--- src/rtl/zx_mem_pager_if.sv ---
// CPU/ULA-side bus of the memory pager: CPU address/data/strobes in, translated
// addresses, write enable and latched I/O port state out.
interface zx_mem_pager_if #(
  parameter int PAGE_W = 4
);
  logic [15:0]        address;
  logic [7:0]         data;
  logic               wren_cpu;
  logic               io_wr;
  logic [12:0]        video_addr;
  logic [PAGE_W+13:0] phys_addr;
  logic               wren;
  logic [PAGE_W+13:0] video_phys;
  logic [2:0]         border;
  logic               speaker;
  logic               lock;

  modport master (
    output address, data, wren_cpu, io_wr, video_addr,
    input  phys_addr, wren, video_phys, border, speaker, lock
  );

  modport slave (
    input  address, data, wren_cpu, io_wr, video_addr,
    output phys_addr, wren, video_phys, border, speaker, lock
  );
endinterface

--- src/rtl/zx_mem_pager.sv ---
// Spectrum-128-style memory pager: maps the CPU address onto physical RAM/ROM
// pages, blocks ROM writes, latches the paging/border ports, and addresses the ULA screen.
module zx_mem_pager #(
  parameter int          BANK_W   = 3,
  parameter int          ROM_W    = 1,
  parameter logic [15:0] EXT_PORT = 16'hDFFD,
  parameter int          PAGE_W   = BANK_W + 1
) (
  input  logic           clock,
  input  logic           reset,
  zx_mem_pager_if.slave  bus
);

  logic              io_wr_d;
  logic              strobe;
  logic              fe_hit;
  logic              pg_hit;
  logic [2:0]        border_q;
  logic              speaker_q;
  logic              lock_q;
  logic [2:0]        ram_sel;
  logic              scr_sel;
  logic              rom_lo;
  logic [ROM_W-1:0]  rom_sel;
  logic [BANK_W-1:0] bank_hi;
  logic [BANK_W-1:0] scr_bank;
  logic [PAGE_W-1:0] page;
  logic              unused_data;

  assign strobe = bus.io_wr & ~io_wr_d;
  assign fe_hit = ~bus.address[0];
  assign pg_hit = ~bus.address[15] & ~bus.address[1];

  // io_wr_d resets high so a strobe already asserted out of reset is ignored
  always_ff @(posedge clock) begin
    if (reset) begin
      io_wr_d   <= 1'b1;
      border_q  <= 3'd0;
      speaker_q <= 1'b0;
      lock_q    <= 1'b0;
      ram_sel   <= 3'd0;
      scr_sel   <= 1'b0;
      rom_lo    <= 1'b0;
    end else begin
      io_wr_d <= bus.io_wr;
      if (strobe && fe_hit) begin
        border_q  <= bus.data[2:0];
        speaker_q <= bus.data[4];
      end
      if (strobe && pg_hit && !lock_q) begin
        ram_sel <= bus.data[2:0];
        scr_sel <= bus.data[3];
        rom_lo  <= bus.data[4];
        lock_q  <= bus.data[5];
      end
    end
  end

  generate
    if (BANK_W > 3) begin : g_ext
      logic [BANK_W-4:0] ext_sel;
      logic              ext_wr;

      assign ext_wr = strobe & ~lock_q & (bus.address == EXT_PORT);

      always_ff @(posedge clock) begin
        if (reset) ext_sel <= '0;
        else if (ext_wr) ext_sel <= bus.data[BANK_W-4:0];
      end

      assign bank_hi = {ext_sel, ram_sel};

      if (ROM_W == 2) begin : g_rom_hi
        logic rom_hi;
        always_ff @(posedge clock) begin
          if (reset) rom_hi <= 1'b0;
          else if (ext_wr) rom_hi <= bus.data[BANK_W-3];
        end
        assign rom_sel = {rom_hi, rom_lo};
      end else begin : g_rom_lo
        assign rom_sel = rom_lo;
      end
    end else begin : g_noext
      // Without the extended port the upper ROM select bit cannot be written
      assign bank_hi = ram_sel;
      if (ROM_W == 2) begin : g_rom_hi
        assign rom_sel = {1'b0, rom_lo};
      end else begin : g_rom_lo
        assign rom_sel = rom_lo;
      end
    end
  endgenerate

  always_comb begin
    page = '0;
    case (bus.address[15:14])
      2'b00:   page = {1'b1, {(BANK_W-ROM_W){1'b0}}, rom_sel};
      2'b01:   page = {1'b0, BANK_W'(5)};
      2'b10:   page = {1'b0, BANK_W'(2)};
      default: page = {1'b0, bank_hi};
    endcase
  end

  assign scr_bank       = scr_sel ? BANK_W'(7) : BANK_W'(5);
  assign bus.phys_addr  = {page, bus.address[13:0]};
  assign bus.wren       = bus.wren_cpu & ~page[PAGE_W-1];
  assign bus.video_phys = {1'b0, scr_bank, 1'b0, bus.video_addr};
  assign bus.border     = border_q;
  assign bus.speaker    = speaker_q;
  assign bus.lock       = lock_q;

  // data[7:6] carry no meaning on either port
  assign unused_data = &{1'b0, bus.data[7:6]};

endmodule

--- src/flat_wrapper.sv ---
// flat-port wrapper written by rule: the top's interface ports become plain ports
module zx_mem_pager_flat 
#(
  parameter int          BANK_W   = 3,
  parameter int          ROM_W    = 1,
  parameter logic [15:0] EXT_PORT = 16'hDFFD,
  parameter int          PAGE_W   = BANK_W + 1
)
  (clock, reset, bus_address, bus_data, bus_wren_cpu, bus_io_wr, bus_video_addr, bus_phys_addr, bus_wren, bus_video_phys, bus_border, bus_speaker, bus_lock);
  zx_mem_pager_if #(.PAGE_W(PAGE_W)) bus_i ();
  input  logic clock;
  input  logic reset;
  input wire logic [$bits(bus_i.address)-1:0] bus_address;
  input wire logic [$bits(bus_i.data)-1:0] bus_data;
  input wire logic [$bits(bus_i.wren_cpu)-1:0] bus_wren_cpu;
  input wire logic [$bits(bus_i.io_wr)-1:0] bus_io_wr;
  input wire logic [$bits(bus_i.video_addr)-1:0] bus_video_addr;
  output wire logic [$bits(bus_i.phys_addr)-1:0] bus_phys_addr;
  output wire logic [$bits(bus_i.wren)-1:0] bus_wren;
  output wire logic [$bits(bus_i.video_phys)-1:0] bus_video_phys;
  output wire logic [$bits(bus_i.border)-1:0] bus_border;
  output wire logic [$bits(bus_i.speaker)-1:0] bus_speaker;
  output wire logic [$bits(bus_i.lock)-1:0] bus_lock;
  assign bus_i.address = bus_address;
  assign bus_i.data = bus_data;
  assign bus_i.wren_cpu = bus_wren_cpu;
  assign bus_i.io_wr = bus_io_wr;
  assign bus_i.video_addr = bus_video_addr;
  assign bus_phys_addr = bus_i.phys_addr;
  assign bus_wren = bus_i.wren;
  assign bus_video_phys = bus_i.video_phys;
  assign bus_border = bus_i.border;
  assign bus_speaker = bus_i.speaker;
  assign bus_lock = bus_i.lock;
  zx_mem_pager #(.BANK_W(BANK_W), .ROM_W(ROM_W), .EXT_PORT(EXT_PORT), .PAGE_W(PAGE_W)) u_core (.clock(clock), .reset(reset), .bus(bus_i));
endmodule
--- config.mk ---
export PLATFORM = sky130hd
export DESIGN_NAME = zx_mem_pager_flat
export DESIGN_NICKNAME = d
export VERILOG_FILES = /design/src/rtl/zx_mem_pager_if.sv /design/src/rtl/zx_mem_pager.sv /design/src/flat_wrapper.sv
export SDC_FILE = /design/constraint.sdc
export NUM_CORES = 1
export LEC_CHECK = 0
export BUFFER_PORTS_ARGS = -buffer_cell sky130_fd_sc_hd__buf_2
export CORE_AREA = 10 10 59 61
export CTS_CLUSTER_DIAMETER = 150
export DETAILED_ROUTE_END_ITERATION = 16
export DIE_AREA = 0 0 69 71
export GPL_ROUTABILITY_DRIVEN = 0
export HOLD_SLACK_MARGIN = 0.05
export PLACE_DENSITY = 0.76
export SYNTH_ARGS = -nofsm -noshare
export SYNTH_HDL_FRONTEND = slang
export SYNTH_SLANG_ARGS = --single-unit
--- constraint.sdc ---
create_clock -name clock -period 1.4 [get_ports clock]
set_clock_uncertainty 0.1 [all_clocks]
set_input_delay 0.07 -clock clock [delete_from_list [all_inputs] [get_ports clock]]
set_output_delay 0.07 -clock clock [all_outputs]
set_load 0.02 [all_outputs]
==> load_flow_metrics.sql <==
INSERT INTO impl_metrics (metric_group, metric, value, unit) VALUES
('status', 'status', 'complete, no violations', ''),
('pwr', 'clkPwrFrac', '0.283', ''),
('pwr', 'netsw', '0.239', 'mW'),
('yosys', 'post_synthesis_instance_area', '744', 'sq um'),
('sta', 'fmax', '780', 'MHz'),
('critical_path', 'worst-endpoint-arrival', '1.38', 'ns'),
('clock_network', 'clock_path_buffers', '2', ''),
('sta', 'rsz0062_at_grt', 'no', ''),
('pwr', 'total_power', '0.772', 'mW'),
('floorplanning', 'initial_core_util', '0.312', ''),
('clock_network', 'clk_sinks', '11', ''),
('global_route', 'grt_pass1_vias', '669', ''),
('global_route', 'grt_remaining_overflow', '0', ''),
('detailed_routing', 'route.final.wire_length', '2.10', 'mm'),
('global_route', 'antenna_found_initial', '0', ''),
('floorplanning', 'floorplan.die.width', '69', 'um'),
('global_route', 'groute.usage.overall', '0.0801', ''),
('placed_design', 'dpl-instance-area', '672', 'sq um'),
('critical_path', 'critPathMaxFanout', '5', ''),
('clock_network', 'cts_made_buffers', '3', ''),
('pwr', 'internal-power', '0.533', 'mW'),
('critical_path', 'timing.critical_path.from_type', 'input port', ''),
('yosys', 'syn-instance-count', '85', ''),
('flow_run', 'drv_cap', '0', ''),
('cells_and_area', 'final_common_cell', 'dlygate4sd3_1', ''),
('cells_and_area', 'design.final.nets', '159', ''),
('cells_and_area', 'post_route_cells_drive_above_1_share', '0.291', ''),
('critical_path', 'worst_ep_required_time', '1.50', 'ns'),
('cells_and_area', 'area_delta_synth_final', '38.3', '%'),
('critical_path', 'path_class', 'input port to flop', ''),
('clock_network', 'clock_tree.htree_level_count', '1', ''),
('cells_and_area', 'final_cell_mix', '33 x dlygate4sd3_1, 26 x buf_2, 11 x dfxtp_1', ''),
('global_route', 'grt_first_pass_wirelength', '3.34', 'mm'),
('pwr', 'peakVddDrop', '0.000523', 'V'),
('detailed_routing', 'detailed_route_via_count', '606', ''),
('sta', 'hold-worst-slack', '0.0595', 'ns'),
('floorplanning', 'design.die.area', '0.00490', 'sq mm'),
('yosys', 'synth_area_leader_cell', 'buf_4', ''),
('yosys', 'synth-seq-area-share', '0.296', ''),
('detailed_routing', 'detail_route.vias_per_cell', '4.12', ''),
('detailed_routing', 'drc', '0', ''),
('floorplanning', 'floorplan.io_pins', '83', ''),
('clock_network', 'clkTransAtPathRegs', '0.07', 'ns'),
('sta', 'period_needed', '1.28', 'ns'),
('yosys', 'avgSynthCellArea', '8.76', 'sq um'),
('detailed_routing', 'firstDrtPassIters', '2', ''),
('clock_network', 'cts-root-buf', 'clkbuf_4', ''),
('pwr', 'p_seq_frac', '0.418', ''),
('yosys', 'yosys.cell_types.count', '16', ''),
('floorplanning', 'die_height', '71', 'um'),
('critical_path', 'end_kind', 'flop', ''),
('sta', 'timing_hold_violations_final', '0', ''),
('detailed_routing', 'antenna_violating_nets_remaining', '0', ''),
('cells_and_area', 'final_core_util', '0.431', ''),
('min_path', 'min-delay-path-class', 'input port to flop', ''),
('cells_and_area', 'diodes', '0', ''),
('yosys', 'synthDominantCellAreaShare', '0.323', ''),
('floorplanning', 'num_rows', '18', ''),
('detailed_routing', 'average_routed_wire_per_standard_cell', '14.3', 'um'),
('floorplanning', 'core_ar', '0.00239', 'sq mm'),
('pwr', 'power.density_cell_area', '750', 'mW/mm^2'),
('placed_design', 'port-buffer-count', '26', ''),
('placed_design', 'dp_hpwl', '1.34', 'mm'),
('detailed_routing', 'drt_iter0_markers', '11', ''),
('sta', 'finalCritPeriodShare', '0.916', ''),
('clock_network', 'post_cts_buffers', '0', ''),
('yosys', 'netlist_top_cells_area', 'buf_4 32%, dfxtp_1 30%, mux2i_1 12%', ''),
('sta', 'final_total_negative_setup_slack', '0', 'ns'),
('global_route', 'pin_count_of_the_biggest_net_entering_global_routing', '17', ''),
('pwr', 'power.switching_fraction', '0.309', ''),
('cells_and_area', 'finalInstanceArea', '0.00103', 'sq mm'),
('pwr', 'comb_power_share', '0.299', ''),
('sta', 'slew_violations', '0', ''),
('sta', 'report.final.setup_viol', '0', ''),
('clock_network', 'clock_insertion_delay_worst_skew', '0.27', 'ns'),
('pwr', 'p_leak', '0.452', 'nW'),
('clock_network', 'cts_tree', 'done', ''),
('yosys', 'synth.ff_latch_count', '11', ''),
('yosys', 'yosysWarnings', '0', '');
[synthesized netlist by cell type (all sizes together)]
library cell	number
mux2i	9
nand2b	10
o21a	1
inv	3
nor3b	1
and2b	1
a21oi	4
dfxtp	11
or2	1
nor2	6
clkbuf	1
buf	33
conb	2
nor2b	1
nor4b	1
[path summary, 6_finish.rpt]
kind	from	end	slack (ns)	cells past startpoint
worst max register to register	u_core.io_wr_d	u_core.rom_lo	0.16	3
worst min-delay path	bus_address[1]	u_core.bus.lock	0.06	4
worst min register to register	u_core.scr_sel	u_core.scr_sel	0.38	2
worst max-delay path	bus_io_wr	u_core.rom_lo	0.12	5
[state kept, by name, summed over array words and instances, names as in the netlist]
register            count
u_core.bank_hi          3
u_core.bus.border       3
u_core.bus.lock         1
u_core.bus.speaker      1
u_core.io_wr_d          1
u_core.rom_lo           1
u_core.scr_sel          1
[logic make-up after synthesis]
kind of cell,share of synthesized area
muxes,0.121
AOI/OAI and AO/OA,0.0370
DFF,0.296
other,0.0101
and+or+nand+nor,0.178
buffers and inverters,0.358
[repair_timing]
item                                   in CTS  in global routing
gates resized for setup                     0                  1
setup endpoints to repair                   0                  5
endpoints found under the hold margin      36                  0
hold buffers                               33                  0
[metal layers]
| layer | track usage | wire length [um] | vias to the layer above |
|---|---|---|---|
| met5 | 0 | 0 | - |
| li1 | - | - | 294 |
| met2 | 0.113 | 839 | 61 |
| met3 | 0.0683 | 379 | 0 |
| met4 | 0.0201 | 0 | 0 |
| met1 | 0.0887 | 884 | 251 |
[worst max-delay path, stage by stage]
cell and delay [ns]:
dlygate4sd3_1 0.52, buf_2 0.11, nor4b_2 0.20, and2b_2 0.27, mux2i_1 0.20
[through the flow]
stage | setup WS, ns | std cells
6_report | 0.117 | 147
3_3_place_gp | 0.128 | 110
2_1_floorplan | 0.236 | 87
5_1_grt | 0.00309 | 147
4_1_cts | 0.0292 | 147
3_5_place_dp | 0.0938 | 110
[power by group through the flow]
stage | Clock, mW | Combinational (mW) | Sequential (mW)
global route | 0.245 | 0.248 | 0.323
finish | 0.219 | 0.231 | 0.323
CTS | 0.227 | 0.233 | 0.322
floorplan | 0 | 0.173 | 0.333
detailed placement | 0 | 0.103 | 0.330
global placement | 0 | 0.102 | 0.330
[cell type report]
type                    instances  area [sq um]
flip-flops and latches         11           220
inverters                       3          11.3
fillers                       247          1360
well taps                      30          37.5
clock buffers                   4          26.3
multi-input cells              39           267
repair buffers                 60           468
No activity file was read; power rests on OpenSTA's default activity.
